$ cat src/rtl/score_board.sv
`default_nettype none
// +----------------------------------------------------------------------------+
// | Module      : score_board (with score_board_pkg)                           |
// | Description : Dual-issue register scoreboard. Tracks which pipeline stage  |
// |               (execute/memory/commit) holds an in-flight write to each     |
// |               register and from which lane, and reports the forwarding     |
// |               source and load-use hazards for each operand read port.      |
// | Revision    : 1.0 - initial release                                        |
// +----------------------------------------------------------------------------+

package score_board_pkg;
   // Lane index width for a two-lane machine.
   localparam int LINE_W = 1;

   typedef struct packed {
      logic [2:0]        position;  // bit2 execute, bit1 memory, bit0 commit
      logic [LINE_W-1:0] line;      // lane of the youngest matching write
   } SCORE_BOARD_DATA;
endpackage

module score_board #(
   parameter int REG_NUM     = 32,
   parameter int ISSUE_WIDTH = 2,
   parameter int READ_PORTS  = 4,
   parameter int ADDR_W      = $clog2(REG_NUM)
) (
   input  logic                                           clk,
   input  logic                                           resetn,
   input  logic [ISSUE_WIDTH-1:0]                         issue_valid,
   input  logic [ISSUE_WIDTH-1:0]                         issue_we,
   input  logic [ISSUE_WIDTH-1:0]                         issue_load,
   input  logic [ISSUE_WIDTH-1:0][ADDR_W-1:0]             issue_dest,
   input  logic                                           pipe_stall,
   input  logic                                           flush_exec,
   input  logic [READ_PORTS-1:0][ADDR_W-1:0]              read_addr,
   output score_board_pkg::SCORE_BOARD_DATA [READ_PORTS-1:0] score_board_data,
   output logic [READ_PORTS-1:0]                          read_hit,
   output logic                                           load_use
);

   localparam int c_line_w = score_board_pkg::LINE_W;

   // Per-register tracking state; r0 is never set because its issue match is masked.
   logic [2:0]               r_pos [REG_NUM];
   logic [2:0][c_line_w-1:0] r_ln  [REG_NUM];
   logic                     r_ld  [REG_NUM];

   for (genvar r = 0; r < REG_NUM; r++) begin : g_reg
      logic [2:0]               w_pos_nxt;
      logic [2:0][c_line_w-1:0] w_ln_nxt;
      logic                     w_ld_nxt;

      // Next state: shift one stage on advance, then apply flush or new issue.
      always_comb begin
         w_pos_nxt = r_pos[r];
         w_ln_nxt  = r_ln[r];
         w_ld_nxt  = r_ld[r];
         if (!pipe_stall) begin
            w_pos_nxt = {1'b0, r_pos[r][2:1]};
            w_ln_nxt  = {{c_line_w{1'b0}}, r_ln[r][2:1]};
            w_ld_nxt  = 1'b0;
            if (flush_exec) begin
               // The write that was in execute would now sit in memory; kill it.
               w_pos_nxt[1] = 1'b0;
               w_ln_nxt[1]  = '0;
            end else begin
               // Ascending lane order lets the higher lane win a same-dest pair.
               for (int i = 0; i < ISSUE_WIDTH; i++) begin
                  if (issue_valid[i] && issue_we[i] && (r != 0) &&
                      (issue_dest[i] == ADDR_W'(r))) begin
                     w_pos_nxt[2] = 1'b1;
                     w_ln_nxt[2]  = c_line_w'(i);
                     w_ld_nxt     = issue_load[i];
                  end
               end
            end
         end else if (flush_exec) begin
            // Stalled flush: drop the execute write in place without shifting.
            w_pos_nxt[2] = 1'b0;
            w_ld_nxt     = 1'b0;
         end
      end

      // State register with synchronous active-low clear.
      always_ff @(posedge clk) begin
         if (!resetn) begin
            r_pos[r] <= '0;
            r_ln[r]  <= '0;
            r_ld[r]  <= 1'b0;
         end else begin
            r_pos[r] <= w_pos_nxt;
            r_ln[r]  <= w_ln_nxt;
            r_ld[r]  <= w_ld_nxt;
         end
      end
   end

   logic [READ_PORTS-1:0] w_lu;

   for (genvar p = 0; p < READ_PORTS; p++) begin : g_port
      logic [2:0]          w_pos;
      logic [c_line_w-1:0] w_line;

      // Lookup: position and lane of the youngest write, execute > memory > commit.
      always_comb begin
         w_pos   = '0;
         w_line  = '0;
         w_lu[p] = 1'b0;
         if (read_addr[p] != '0) begin
            w_pos = r_pos[read_addr[p]];
            if (w_pos[2]) begin
               w_line = r_ln[read_addr[p]][2];
            end else if (w_pos[1]) begin
               w_line = r_ln[read_addr[p]][1];
            end else if (w_pos[0]) begin
               w_line = r_ln[read_addr[p]][0];
            end
            w_lu[p] = w_pos[2] & r_ld[read_addr[p]];
         end
      end

      assign score_board_data[p].position = w_pos;
      assign score_board_data[p].line     = w_line;
      assign read_hit[p]                  = |w_pos;
   end

   assign load_use = |w_lu;

endmodule
`default_nettype wire

$ cat config.mk
export PLATFORM = sky130hd
export DESIGN_NAME = score_board
export DESIGN_NICKNAME = d
export VERILOG_FILES = /design/src/rtl/score_board.sv
export SDC_FILE = /design/constraint.sdc
export NUM_CORES = 1
export LEC_CHECK = 0
export BUFFER_PORTS_ARGS = -buffer_cell sky130_fd_sc_hd__buf_2
export CAP_MARGIN = 20
export CORE_MARGIN = 2
export CORE_UTILIZATION = 43
export DETAILED_ROUTE_END_ITERATION = 12
export GPL_ROUTABILITY_DRIVEN = 1
export PLACE_DENSITY = 0.67
export SLEW_MARGIN = 25
export SYNTH_ARGS = -nofsm -noshare
export SYNTH_HDL_FRONTEND = slang
export SYNTH_SLANG_ARGS = --single-unit
$ cat constraint.sdc
create_clock -name clk -period 4.7 [get_ports clk]
set_input_delay 0.235 -clock clk [delete_from_list [all_inputs] [get_ports clk]]
set_output_delay 0.235 -clock clk [all_outputs]
set_load 0.01 [all_outputs]
==> metrics.txt, run 1 <==
# TYPE chip_impl_metric gauge
chip_impl_metric{name="cell_internal_pwr",unit="mW"} 3.48
chip_impl_metric{name="finalNetCount",unit=""} 1384
chip_impl_info{name="mostFrequentLayoutCell",value="sky130_fd_sc_hd__mux4_2"} 1
chip_impl_metric{name="ys.warnings.count",unit=""} 0
chip_impl_metric{name="finalSetupViolCount",unit=""} 0
chip_impl_metric{name="synth_async_sr_flop_share",unit="%"} 0
chip_impl_metric{name="placement.io_buffers",unit=""} 60
chip_impl_metric{name="ctsResizeCount",unit=""} 0
chip_impl_metric{name="power_frac_comb",unit="%"} 12.3
chip_impl_metric{name="postSynthAreaPerCell",unit="um2"} 11.5
chip_impl_info{name="post-synth-top-area-cell",value="sky130_fd_sc_hd__mux4_2"} 1
chip_impl_metric{name="finalMaxSlewViolations",unit=""} 0
chip_impl_metric{name="max-vdd-ir-drop",unit="mV"} 0.197
chip_impl_metric{name="numPlacedInstances",unit=""} 1784
chip_impl_metric{name="period_needed",unit="ns"} 3.42
chip_impl_metric{name="cp_data_arrival_time",unit="ns"} 3.19
chip_impl_metric{name="core_area",unit="um2"} 36500
chip_impl_metric{name="grt.overflow.total",unit=""} 0
chip_impl_metric{name="remaining_design_rule_violation_count",unit=""} 0
chip_impl_metric{name="fp.dieW",unit="um"} 196
chip_impl_metric{name="cts_hold_buffers",unit=""} 0
chip_impl_metric{name="ctsHtreeMaxLevel",unit=""} 1
chip_impl_metric{name="sequentialPowerShare",unit="%"} 41.7
chip_impl_metric{name="maxCapViolCount",unit=""} 0
chip_impl_metric{name="clock_path_buffers",unit=""} 3
chip_impl_metric{name="drtAntennaViolNets",unit=""} 0
chip_impl_metric{name="yosysTopAreaCellShare",unit="%"} 29.8
chip_impl_metric{name="ios",unit=""} 61
chip_impl_metric{name="number_of_cts_inserted_buffers",unit=""} 26
chip_impl_metric{name="synthesis.area",unit="um2"} 15900
chip_impl_info{name="timing.hold.worst.class",value="input port to flop"} 1
chip_impl_metric{name="vias_per_cell",unit=""} 7.09
chip_impl_metric{name="synth_sequential_area_ratio",unit="%"} 29.5
chip_impl_metric{name="power.static_leakage",unit="nW"} 6.19
chip_impl_metric{name="share_clk_of_total_power",unit="%"} 46.0
chip_impl_metric{name="yosysUniqueCellTypes",unit=""} 61
chip_impl_info{name="yosys_most_used_dff",value="sky130_fd_sc_hd__dfxtp_1"} 1
chip_impl_info{name="worst-setup-path-type",value="input port to primary output"} 1
chip_impl_info{name="main_area_contributors_after_synthesis",value="sky130_fd_sc_hd__mux4_2 (30%), sky130_fd_sc_hd__dfxtp_1 (24%), sky130_fd_sc_hd__mux2i_1 (9.2%), sky130_fd_sc_hd__edfxtp_1 (5.7%), sky130_fd_sc_hd__a22o_1 (5.2%)"} 1
chip_impl_metric{name="setup_bufs_post_cts",unit=""} 0
chip_impl_metric{name="syn_inst",unit=""} 1381
chip_impl_metric{name="grt_usage",unit="%"} 26.9
chip_impl_metric{name="max-slew-margin-rel",unit="%"} 29.2
chip_impl_metric{name="antennaDiodeCount",unit=""} 0
chip_impl_metric{name="swShare",unit="%"} 25.6
chip_impl_metric{name="drt_pass1_iterations",unit=""} 6
chip_impl_info{name="root_buffer",value="sky130_fd_sc_hd__clkbuf_16"} 1
chip_impl_metric{name="fin_skew",unit="ns"} 0.0172
chip_impl_metric{name="drt-initial-drc-count",unit=""} 2113
chip_impl_metric{name="ys_seq_elements",unit=""} 220
chip_impl_metric{name="synth.net_count",unit=""} 1421
chip_impl_info{name="worst_setup_path_start_kind",value="input port"} 1
chip_impl_metric{name="finalHoldViolCount",unit=""} 0
chip_impl_metric{name="area_delta_synth_final",unit="%"} 7.73
chip_impl_metric{name="clock_pin_slew_on_the_worst_setup_and_hold_paths",unit="ns"} 0.06
chip_impl_metric{name="clk_lat_worst_skew",unit="ns"} 0.55
chip_impl_metric{name="post_layout_nonfiller_instances",unit=""} 1830
chip_impl_metric{name="switching_power_total",unit="mW"} 1.20
chip_impl_info{name="most-common-layout-cells",value="sky130_fd_sc_hd__mux4_2 (211), sky130_fd_sc_hd__dfxtp_1 (190), sky130_fd_sc_hd__mux2i_1 (147), sky130_fd_sc_hd__nor2b_1 (109), sky130_fd_sc_hd__nor2_1 (100)"} 1
chip_impl_info{name="grt_setup_unrepaired",value="false"} 1
chip_impl_metric{name="rows",unit=""} 70
chip_impl_metric{name="post_drt_wl_per_cell",unit="um"} 28.7
chip_impl_metric{name="die_h",unit="um"} 196
chip_impl_metric{name="route.vias.total",unit=""} 12973
chip_impl_metric{name="maximum_number_of_pins_on_one_net_before_global_route_repair",unit=""} 95
chip_impl_metric{name="period_share",unit="%"} 72.8
chip_impl_metric{name="drive_above_1_share",unit="%"} 26.4
chip_impl_metric{name="gp_routability_congestion",unit=""} 0.951
chip_impl_metric{name="grt_antenna_before_repair",unit=""} 3
chip_impl_info{name="outcome",value="complete, no violations"} 1
chip_impl_metric{name="detailedPlacementHpwl",unit="mm"} 36.3
chip_impl_metric{name="max_freq",unit="MHz"} 292
chip_impl_metric{name="floorplan.die_area",unit="um2"} 38600
chip_impl_metric{name="floorplan.initialDensity",unit="%"} 43.6
chip_impl_metric{name="max_slew.worst_pin.slew",unit="ns"} 1.06
chip_impl_metric{name="timing.critical_path.required",unit="ns"} 4.47
chip_impl_metric{name="fin_setup_tns",unit="ns"} 0
chip_impl_info{name="setup.worst_path.end_class",value="primary output"} 1
chip_impl_info{name="tritoncts",value="yes"} 1
chip_impl_metric{name="synth_enable_flop_cells",unit=""} 30
chip_impl_metric{name="totalWireLength",unit="mm"} 52.5
chip_impl_metric{name="grt_pass1_vias",unit=""} 12196
chip_impl_metric{name="core_util_final",unit="%"} 47.0
chip_impl_metric{name="grt_first_pass_wirelength",unit="mm"} 79.1
chip_impl_metric{name="sinks_on_the_clock_net",unit=""} 220
chip_impl_metric{name="power-per-cell-area",unit="nW/um2"} 273
chip_impl_metric{name="cp_max_fo",unit=""} 30
chip_impl_metric{name="worst_hold_slack",unit="ns"} 0.113
-- critical path, cell delays in order --
cell	delay (ns)
sky130_fd_sc_hd__buf_2	0.74
sky130_fd_sc_hd__mux4_2	0.61
sky130_fd_sc_hd__mux2i_1	0.19
sky130_fd_sc_hd__o32ai_1	0.12
sky130_fd_sc_hd__nor3_1	0.58
sky130_fd_sc_hd__nor3b_1	0.27
sky130_fd_sc_hd__o31a_1	0.25
sky130_fd_sc_hd__buf_2	0.17
-- state kept, by name, indices dropped and copies added (netlist names) --
signal / cells
r_ld: 31
r_pos: 96
r_ln: 93
-- per-stage QoR --
step / power [mW] / instance area [um2] / worst slack, ns
floorplan: 2.41 / 15900 / 2.29
global placement: 2.55 / 16200 / 1.30
detailed placement: 2.56 / 16200 / 1.31
CTS: 4.70 / 17200 / 1.30
global route: 4.80 / 17200 / 1.11
finish: 4.68 / 17200 / 1.28
-- routing by layer --
metal	routed length, um	GRT usage, %	vias up
met5	42	0	-
met4	2000	10.1	6
met3	6360	6.33	143
met2	23000	39.2	948
met1	21100	38.9	6487
li1	-	-	5389
-- final cells by class --
| class | count | area, um2 |
|---|---|---|
| fill | 3308 | 19400 |
| sequential | 220 | 4700 |
| clock inverter | 6 | 109 |
| tap | 468 | 586 |
| inverter | 6 | 22.5 |
| clock buffer | 40 | 805 |
| multi-input combinational | 1015 | 10500 |
| timing repair buffer | 75 | 448 |
-- cell usage after synthesis (all sizes together), types with 8 or more instances --
cell and n:
a211oi 8, a21oi 25, a22o 94, a22oi 12
buf 82, clkbuf 58, dfxtp 190, edfxtp 30
mux2 22, mux2i 147, mux4 221, nand2 58
nand2b 20, nand3 16, nor2 101, nor2b 109
nor3 58, nor3b 8, o21ai 28, or3 9
-- kinds of logic (layout without fill, tap and decap cells) --
| group | after synthesis | in the layout | synth area share (%) |
|---|---|---|---|
| flip-flops | 220 | 220 | 29.5 |
| AO/OA/AOI/OAI | 215 | 215 | 10.3 |
| buffers and inverters | 146 | 127 | 4.69 |
| multiplexers | 390 | 390 | 42.3 |
| AND/OR/NAND/NOR | 410 | 410 | 13.2 |
-- path summary, 6_finish.rpt --
path / start / depth (start not counted) / end / slack, ns
worst max-delay path: read_addr[0] / 8 / score_board_data[0] / 1.28
worst min-delay path: flush_exec / 4 / r_pos[7][2]$_SDFF_PN0_ / 0.11
worst max register to register: r_pos[8][1]$_SDFFE_PN0N_ / 2 / r_pos[8][0]$_SDFFE_PN0N_ / 3.76
worst min register to register: r_ln[3][2]$_SDFFE_PN0N_ / 2 / r_ln[3][2]$_SDFFE_PN0N_ / 0.57
-- power by group through the flow --
| stage | Clock, mW | Sequential, mW | Combinational (mW) |
|---|---|---|---|
| 2_1_floorplan | 0 | 1.98 | 0.435 |
| 5_1_grt | 2.24 | 1.95 | 0.608 |
| 6_report | 2.15 | 1.95 | 0.577 |
| 4_1_cts | 2.17 | 1.95 | 0.571 |
| 3_3_place_gp | 0 | 1.99 | 0.564 |
| 3_5_place_dp | 0 | 1.99 | 0.570 |
Power figures use the tool's default switching activity.
==> run 2: changes to the inputs <==
ABC_AREA = 1   (was unset)
clock period = 3.6 ns   (was 4.7 ns; I/O delays follow)
==> metrics.txt, run 2 <==
# TYPE chip_impl_metric gauge
chip_impl_metric{name="max_freq",unit="MHz"} 323
chip_impl_info{name="worst_setup_path_start_kind",value="flop"} 1
chip_impl_metric{name="fin_skew",unit="ns"} 0.0197
chip_impl_metric{name="cp_max_fo",unit=""} 5
chip_impl_metric{name="period_share",unit="%"} 86.1
chip_impl_metric{name="finalSetupViolCount",unit=""} 0
chip_impl_metric{name="ctsHtreeMaxLevel",unit=""} 1
chip_impl_metric{name="post_drt_wl_per_cell",unit="um"} 23.6
chip_impl_metric{name="placement.io_buffers",unit=""} 60
chip_impl_info{name="timing.hold.worst.class",value="input port to flop"} 1
chip_impl_metric{name="largest_register_ff_count",unit=""} 96
chip_impl_metric{name="clock_pin_slew_on_the_worst_setup_and_hold_paths",unit="ns"} 0.06
chip_impl_metric{name="finalHoldViolCount",unit=""} 0
chip_impl_metric{name="syn_inst",unit=""} 2855
chip_impl_metric{name="floorplan.initialDensity",unit="%"} 43.8
chip_impl_metric{name="period_needed",unit="ns"} 3.10
chip_impl_info{name="regMostFlops",value="r_pos"} 1
chip_impl_metric{name="ios",unit=""} 61
chip_impl_info{name="worstSetupEndpoint",value="score_board_data[8]"} 1
chip_impl_metric{name="grt_pass1_vias",unit=""} 19174
chip_impl_info{name="root_buffer",value="sky130_fd_sc_hd__clkbuf_16"} 1
chip_impl_metric{name="max-vdd-ir-drop",unit="mV"} 0.340
chip_impl_metric{name="grt.overflow.total",unit=""} 0
chip_impl_metric{name="timing.critical_path.required",unit="ns"} 3.42
chip_impl_metric{name="yosysUniqueCellTypes",unit=""} 33
chip_impl_info{name="worstReg2RegStart",value="r_pos[22][2]$_SDFF_PN0_"} 1
chip_impl_info{name="tritoncts",value="yes"} 1
chip_impl_metric{name="detailedPlacementHpwl",unit="mm"} 53.0
chip_impl_metric{name="floorplan.die_area",unit="um2"} 41200
chip_impl_info{name="mostFrequentLayoutCell",value="sky130_fd_sc_hd__nand2_1"} 1
chip_impl_metric{name="yosysTopAreaCellShare",unit="%"} 22.3
chip_impl_info{name="setup.worst_path.end_class",value="primary output"} 1
chip_impl_metric{name="remaining_design_rule_violation_count",unit=""} 0
chip_impl_metric{name="vias_per_cell",unit=""} 6.42
chip_impl_metric{name="number_of_cts_inserted_buffers",unit=""} 27
chip_impl_metric{name="core_area",unit="um2"} 38900
chip_impl_metric{name="regToRegSetupSlack",unit="ns"} 2.58
chip_impl_metric{name="synth_async_sr_flop_share",unit="%"} 0
chip_impl_metric{name="rows",unit=""} 72
chip_impl_info{name="yosys_most_used_dff",value="sky130_fd_sc_hd__dfxtp_1"} 1
chip_impl_metric{name="maximum_number_of_pins_on_one_net_before_global_route_repair",unit=""} 80
chip_impl_info{name="worst-setup-path-type",value="flop to primary output"} 1
chip_impl_metric{name="synth_enable_flop_cells",unit=""} 30
chip_impl_metric{name="drive_above_1_share",unit="%"} 6.95
chip_impl_metric{name="setup_bufs_post_cts",unit=""} 0
chip_impl_metric{name="max_slew.worst_pin.slew",unit="ns"} 0.964
chip_impl_metric{name="area_delta_synth_final",unit="%"} 6.89
chip_impl_metric{name="synth_sequential_area_ratio",unit="%"} 27.6
chip_impl_metric{name="postSynthAreaPerCell",unit="um2"} 5.97
chip_impl_metric{name="grt_antenna_before_repair",unit=""} 0
chip_impl_metric{name="worst_hold_slack",unit="ns"} 0.0500
chip_impl_metric{name="clk_lat_worst_skew",unit="ns"} 0.58
chip_impl_info{name="outcome",value="complete, no violations"} 1
chip_impl_metric{name="fin_setup_tns",unit="ns"} 0
chip_impl_metric{name="power-per-cell-area",unit="nW/um2"} 370
chip_impl_info{name="most-common-layout-cells",value="sky130_fd_sc_hd__nand2_1 (694), sky130_fd_sc_hd__nand3_1 (579), sky130_fd_sc_hd__inv_1 (268), sky130_fd_sc_hd__a21oi_1 (260), sky130_fd_sc_hd__o21ai_0 (210)"} 1
chip_impl_metric{name="grt_first_pass_wirelength",unit="mm"} 118
chip_impl_info{name="top_regs",value="r_pos: 96 flops, r_ln: 93 flops, r_ld: 31 flops"} 1
chip_impl_metric{name="ys_seq_elements",unit=""} 220
chip_impl_metric{name="multi_input_area",unit="um2"} 10000
chip_impl_metric{name="drt-initial-drc-count",unit=""} 3311
chip_impl_metric{name="final-seq-area",unit="um2"} 4700
chip_impl_info{name="synth_top_cells_by_count",value="sky130_fd_sc_hd__nand2_1 (695), sky130_fd_sc_hd__nand3_1 (579), sky130_fd_sc_hd__inv_1 (268), sky130_fd_sc_hd__a21oi_1 (260), sky130_fd_sc_hd__o21ai_0 (210)"} 1
chip_impl_info{name="main_area_contributors_after_synthesis",value="sky130_fd_sc_hd__dfxtp_1 (22%), sky130_fd_sc_hd__nand3_1 (17%), sky130_fd_sc_hd__nand2_1 (15%), sky130_fd_sc_hd__a21oi_1 (7.6%), sky130_fd_sc_hd__o21ai_0 (6.2%)"} 1
chip_impl_metric{name="max-slew-margin-rel",unit="%"} 35.8
chip_impl_metric{name="ctsResizeCount",unit=""} 0
chip_impl_info{name="startpoint",value="r_pos[2][2]$_SDFF_PN0_"} 1
chip_impl_metric{name="fp.dieW",unit="um"} 203
chip_impl_metric{name="synth.net_count",unit=""} 2895
chip_impl_metric{name="sinks_on_the_clock_net",unit=""} 220
chip_impl_metric{name="cts_hold_buffers",unit=""} 0
chip_impl_info{name="top_count_cell_post_synth",value="sky130_fd_sc_hd__nand2_1"} 1
chip_impl_metric{name="total_design_power",unit="mW"} 6.74
chip_impl_info{name="grt_setup_unrepaired",value="false"} 1
chip_impl_metric{name="drtAntennaViolNets",unit=""} 0
chip_impl_metric{name="clock_path_buffers",unit=""} 3
chip_impl_info{name="r2r-end",value="r_pos[22][2]$_SDFF_PN0_"} 1
chip_impl_metric{name="cp_data_arrival_time",unit="ns"} 2.92
chip_impl_metric{name="finalNetCount",unit=""} 2813
chip_impl_metric{name="layout_filler_cell_count",unit=""} 4127
chip_impl_metric{name="antennaDiodeCount",unit=""} 0
chip_impl_metric{name="power.static_leakage",unit="nW"} 7.26
chip_impl_metric{name="totalWireLength",unit="mm"} 78.2
chip_impl_metric{name="drt_pass1_iterations",unit=""} 6
chip_impl_metric{name="maxCapViolCount",unit=""} 0
chip_impl_metric{name="gp_routability_congestion",unit=""} 1.02
chip_impl_metric{name="synthesis.area",unit="um2"} 17000
chip_impl_metric{name="die_h",unit="um"} 203
chip_impl_metric{name="finalMaxSlewViolations",unit=""} 0
chip_impl_metric{name="route.vias.total",unit=""} 21249
chip_impl_info{name="post-synth-top-area-cell",value="sky130_fd_sc_hd__dfxtp_1"} 1
chip_impl_metric{name="ys.warnings.count",unit=""} 0
chip_impl_metric{name="grt_usage",unit="%"} 37.0
chip_impl_metric{name="worst-r2r-cell-count",unit=""} 4
-- run 2: changes by cell type in the layout (fill, tap and decap cells not counted), moves of 54 or more --
cell / previous run / this run
sky130_fd_sc_hd__mux2i_1: 147 / 0
sky130_fd_sc_hd__nand3_1: 16 / 579
sky130_fd_sc_hd__a22o_1: 94 / 0
sky130_fd_sc_hd__nand2_1: 58 / 694
sky130_fd_sc_hd__a21oi_1: 25 / 260
sky130_fd_sc_hd__nor3_1: 58 / 4
sky130_fd_sc_hd__o21ai_0: 28 / 210
sky130_fd_sc_hd__inv_1: 4 / 268
sky130_fd_sc_hd__o22ai_1: 2 / 133
sky130_fd_sc_hd__nor2b_1: 109 / 0
sky130_fd_sc_hd__mux4_2: 211 / 0
-- run 2: stage by stage --
| step | worst slack [ns] | cells | utilization (%) | instance area (um2) |
|---|---|---|---|---|
| 5_1_grt | 0.494 | 3311 | 46.8 | 18200 |
| 6_report | 0.501 | 3311 | 46.8 | 18200 |
| 3_5_place_dp | 0.827 | 3262 | 44.4 | 17300 |
| 2_1_floorplan | 1.97 | 2855 | - | 17000 |
| 4_1_cts | 0.760 | 3311 | 46.8 | 18200 |
| 3_3_place_gp | 0.889 | 3262 | 44.4 | 17300 |
-- run 2: cell families after synthesis --
group / count (synthesis) / share of synthesized area, %
buf+inv: 522 / 13.6
simple gates: 1425 / 36.2
compound gates: 688 / 22.6
flops: 220 / 27.6
-- run 2: report_power, final --
| part | switching [mW] | internal, mW | total, mW |
|---|---|---|---|
| Combinational | 0.976 | 0.364 | 1.34 |
| Clock | 1.19 | 1.70 | 2.89 |
| Sequential | 0.0143 | 2.50 | 2.51 |
-- run 2: final cells by class --
cell class              count  share of cell area (%)
repair buffers            124                    4.62
flip-flops and latches    220                    25.8
multi-input cells        2113                    55.0
well taps                 518                    3.56
clock inverters            13                   0.880
clock buffers              36                    4.17
inverters                 287                    5.93
-- run 2: routing by layer --
layer | wire, um | global-route usage [%] | vias to the layer above
li1 | - | - | 9528
met1 | 30100 | 49.5 | 9719
met2 | 31600 | 53.6 | 1693
met3 | 11500 | 9.66 | 309
met4 | 5070 | 21.4 | 0
met5 | 0 | 0 | -
-- run 2: how the worst min path moves through the flow --
stage                                start                       end  slack, ns  cells past startpoint
CTS                                 resetn   r_pos[13][2]$_SDFF_PN0_       0.04                      3
detailed placement  r_pos[8][2]$_SDFF_PN0_    r_pos[8][2]$_SDFF_PN0_       0.48                      2
finish                          pipe_stall    r_pos[4][2]$_SDFF_PN0_       0.05                      3
global route                    pipe_stall    r_pos[1][2]$_SDFF_PN0_       0.06                      3
floorplan                       flush_exec  r_pos[1][1]$_SDFFE_PN0N_       0.30                      1
global placement    r_pos[5][2]$_SDFF_PN0_    r_pos[5][2]$_SDFF_PN0_       0.48                      2
-- run 2: worst max-delay path, cell delays in order (launching register included) --
cell	delay [ns]
sky130_fd_sc_hd__dfxtp_1	0.42
sky130_fd_sc_hd__inv_1	0.18
sky130_fd_sc_hd__o21ai_0	0.18
sky130_fd_sc_hd__nand3_1	0.09
sky130_fd_sc_hd__nand2_1	0.08
sky130_fd_sc_hd__nand2_1	0.05
sky130_fd_sc_hd__nand3_1	0.14
sky130_fd_sc_hd__nand2_1	0.32
sky130_fd_sc_hd__a21oi_1	0.62
sky130_fd_sc_hd__nor2_1	0.10
sky130_fd_sc_hd__buf_2	0.16
==> run 3: changes to the inputs <==
CORE_UTILIZATION = 41   (was 43)
CTS_BUF_LIST = sky130_fd_sc_hd__clkbuf_8   (was unset)
HOLD_SLACK_MARGIN = 0.03   (was unset)
PLACE_DENSITY = 0.65   (was 0.67)
==> metrics.txt, run 3 (synthesis results as in run 2) <==
# TYPE chip_impl_metric gauge
chip_impl_info{name="outcome",value="complete, no violations"} 1
chip_impl_metric{name="final_area",unit="um2"} 18100
chip_impl_metric{name="global_route.usage.met1",unit="%"} 48.3
chip_impl_metric{name="route.vias.total",unit=""} 21286
chip_impl_metric{name="area_delta_synth_final",unit="%"} 6.03
chip_impl_metric{name="maximum_number_of_pins_on_one_net_before_global_route_repair",unit=""} 80
chip_impl_metric{name="vias_per_cell",unit=""} 6.37
chip_impl_info{name="globalRoute.busiestLayer",value="met2"} 1
chip_impl_metric{name="period_share",unit="%"} 81.0
chip_impl_metric{name="number_of_cts_inserted_buffers",unit=""} 44
chip_impl_metric{name="drtAntennaViolNets",unit=""} 0
chip_impl_metric{name="clock_path_buffers",unit=""} 3
chip_impl_metric{name="max_freq",unit="MHz"} 343
chip_impl_metric{name="clk_lat_worst_skew",unit="ns"} 0.63
chip_impl_metric{name="drt-initial-drc-count",unit=""} 3577
chip_impl_info{name="mostFrequentLayoutCell",value="sky130_fd_sc_hd__nand2_1"} 1
chip_impl_info{name="regMostFlops",value="r_pos"} 1
chip_impl_info{name="worst_setup_path_start_kind",value="flop"} 1
chip_impl_metric{name="met3_usage",unit="%"} 10.1
chip_impl_metric{name="grt_first_pass_wirelength",unit="mm"} 121
chip_impl_metric{name="drt_pass1_iterations",unit=""} 7
chip_impl_metric{name="grt_usage",unit="%"} 36.2
chip_impl_info{name="setup.worst_path.end_class",value="primary output"} 1
chip_impl_info{name="worst_path_max_delay_cell",value="sky130_fd_sc_hd__a21oi_1"} 1
chip_impl_metric{name="worst-path-buf-inv",unit=""} 2
chip_impl_metric{name="fp.dieW",unit="um"} 208
chip_impl_metric{name="grt.overflow.total",unit=""} 0
chip_impl_metric{name="max_slew.worst_pin.slew",unit="ns"} 1.01
chip_impl_metric{name="period_needed",unit="ns"} 2.92
chip_impl_metric{name="timing.critical_path.required",unit="ns"} 3.42
chip_impl_metric{name="clock_pin_slew_on_the_worst_setup_and_hold_paths",unit="ns"} 0.06
chip_impl_info{name="worst-setup-path-type",value="flop to primary output"} 1
chip_impl_metric{name="ctsResizeCount",unit=""} 0
chip_impl_metric{name="core_area",unit="um2"} 40900
chip_impl_info{name="tritoncts",value="yes"} 1
chip_impl_info{name="timing.critical_path.cells",value="inv_1 > o21ai_0 > nand3_1 > nand2_1 > nand2_1 > nand3_1 > nand2_1 > a21oi_1 > nor2_1 > buf_2"} 1
chip_impl_metric{name="power-per-cell-area",unit="nW/um2"} 353
chip_impl_metric{name="groute.layer.met2.usage",unit="%"} 51.8
chip_impl_metric{name="power.static_leakage",unit="nW"} 7.23
chip_impl_info{name="root_buffer",value="sky130_fd_sc_hd__clkbuf_8"} 1
chip_impl_info{name="timing.hold.worst.class",value="input port to flop"} 1
chip_impl_metric{name="remaining_design_rule_violation_count",unit=""} 0
chip_impl_metric{name="drive_above_1_share",unit="%"} 7.22
chip_impl_metric{name="setup_bufs_post_cts",unit=""} 0
chip_impl_info{name="critical_path_s_top_delay_family",value="simple AND/OR/NAND/NOR gates"} 1
chip_impl_metric{name="finalNetCount",unit=""} 2827
chip_impl_metric{name="gp_routability_congestion",unit=""} 1.04
chip_impl_metric{name="grt_pass1_vias",unit=""} 19448
chip_impl_metric{name="fin_setup_tns",unit="ns"} 0
chip_impl_metric{name="floorplan.initialDensity",unit="%"} 41.6
chip_impl_metric{name="cp_max_fo",unit=""} 5
chip_impl_metric{name="floorplan.die_area",unit="um2"} 43200
chip_impl_metric{name="timing.critical_path.slowest_cell_delay",unit="ns"} 0.42
chip_impl_info{name="top_regs",value="r_pos: 96 flops, r_ln: 93 flops, r_ld: 31 flops"} 1
chip_impl_info{name="critPathMostFrequentCell",value="sky130_fd_sc_hd__nand2_1"} 1
chip_impl_metric{name="die_h",unit="um"} 208
chip_impl_metric{name="cts_hold_buffers",unit=""} 2
chip_impl_metric{name="ios",unit=""} 61
chip_impl_metric{name="max-slew-margin-rel",unit="%"} 32.5
chip_impl_metric{name="antennaDiodeCount",unit=""} 0
chip_impl_info{name="most-common-layout-cells",value="sky130_fd_sc_hd__nand2_1 (694), sky130_fd_sc_hd__nand3_1 (579), sky130_fd_sc_hd__inv_1 (278), sky130_fd_sc_hd__a21oi_1 (260), sky130_fd_sc_hd__o21ai_0 (210)"} 1
chip_impl_metric{name="sinks_on_the_clock_net",unit=""} 220
chip_impl_metric{name="dpl_cell_area",unit="um2"} 17200
chip_impl_metric{name="ctsHtreeMaxLevel",unit=""} 2
chip_impl_info{name="grt_setup_unrepaired",value="false"} 1
chip_impl_metric{name="finalHoldViolCount",unit=""} 0
chip_impl_metric{name="grt_antenna_before_repair",unit=""} 0
chip_impl_metric{name="finalSetupViolCount",unit=""} 0
chip_impl_metric{name="fin_skew",unit="ns"} 0.0289
chip_impl_metric{name="detailedPlacementHpwl",unit="mm"} 53.7
chip_impl_metric{name="core_util_final",unit="%"} 44.1
chip_impl_metric{name="placement.io_buffers",unit=""} 60
chip_impl_metric{name="rows",unit=""} 74
chip_impl_metric{name="max-vdd-ir-drop",unit="mV"} 0.348
chip_impl_metric{name="largest_register_ff_count",unit=""} 96
chip_impl_metric{name="post_drt_wl_per_cell",unit="um"} 24.3
chip_impl_metric{name="finalMaxSlewViolations",unit=""} 0
chip_impl_metric{name="totalWireLength",unit="mm"} 81.2
chip_impl_metric{name="cp_data_arrival_time",unit="ns"} 2.74
chip_impl_metric{name="maxCapViolCount",unit=""} 0
chip_impl_metric{name="total_design_power",unit="mW"} 6.37
## run 3: cell types whose count changed in the layout (fill, tap and decap cells not counted), sizes merged
cell | before | now
buf | 124 | 119
bufinv | 3 | 0
clkinv | 12 | 11
clkbuf | 36 | 53
dlygate4sd3 | 0 | 2
inv | 282 | 290
## run 3: final timing paths
check	slack, ns	endpoint	from	cells after the start
min	0.08	r_pos[4][1]$_SDFFE_PN0N_	flush_exec	2
max reg2reg	2.51	r_pos[3][2]$_SDFF_PN0_	r_pos[3][2]$_SDFF_PN0_	4
min reg2reg	0.48	r_pos[4][2]$_SDFF_PN0_	r_pos[4][2]$_SDFF_PN0_	2
max	0.68	score_board_data[12]	r_pos[2][2]$_SDFF_PN0_	10
## run 3: per-layer routing
| metal | wire, um | part of all wire (%) |
|---|---|---|
| met5 | 85 | 0.10 |
| met4 | 5000 | 6.2 |
| met3 | 12000 | 15 |
| met2 | 33200 | 41 |
| met1 | 30900 | 38 |
## run 3: metrics by stage
step,cells,hold slack (ns),setup WS (ns)
finish,3343,0.0781,0.684
global route,3343,0.0944,0.655
CTS,3343,0.0550,0.838
detailed placement,3271,0.475,0.909
global placement,3271,0.477,0.875
floorplan,2855,0.300,1.97
## run 3: worst reg2reg max path, stage by stage, from the launching register on
cell and delay, ns:
sky130_fd_sc_hd__dfxtp_1 0.47, sky130_fd_sc_hd__inv_1 0.21, sky130_fd_sc_hd__o22ai_1 0.19, sky130_fd_sc_hd__o21ai_0 0.10, sky130_fd_sc_hd__inv_1 0.07
## run 3: power by group
group / switching (mW) / internal (mW) / total [mW]
Clock: 1.19 / 1.31 / 2.50
Combinational: 0.997 / 0.357 / 1.35
Sequential: 0.0137 / 2.50 / 2.52
## run 3: area by class of cell
type                            count  area [um2]
Clock buffer                       53         729
Clock inverter                     17        78.8
Fill cell                        4392       22900
Inverter                          287        1080
Multi-Input combinational cell   2113       10000
Sequential cell                   220        4700
Tap cell                          532         666
Timing Repair Buffer              121         786
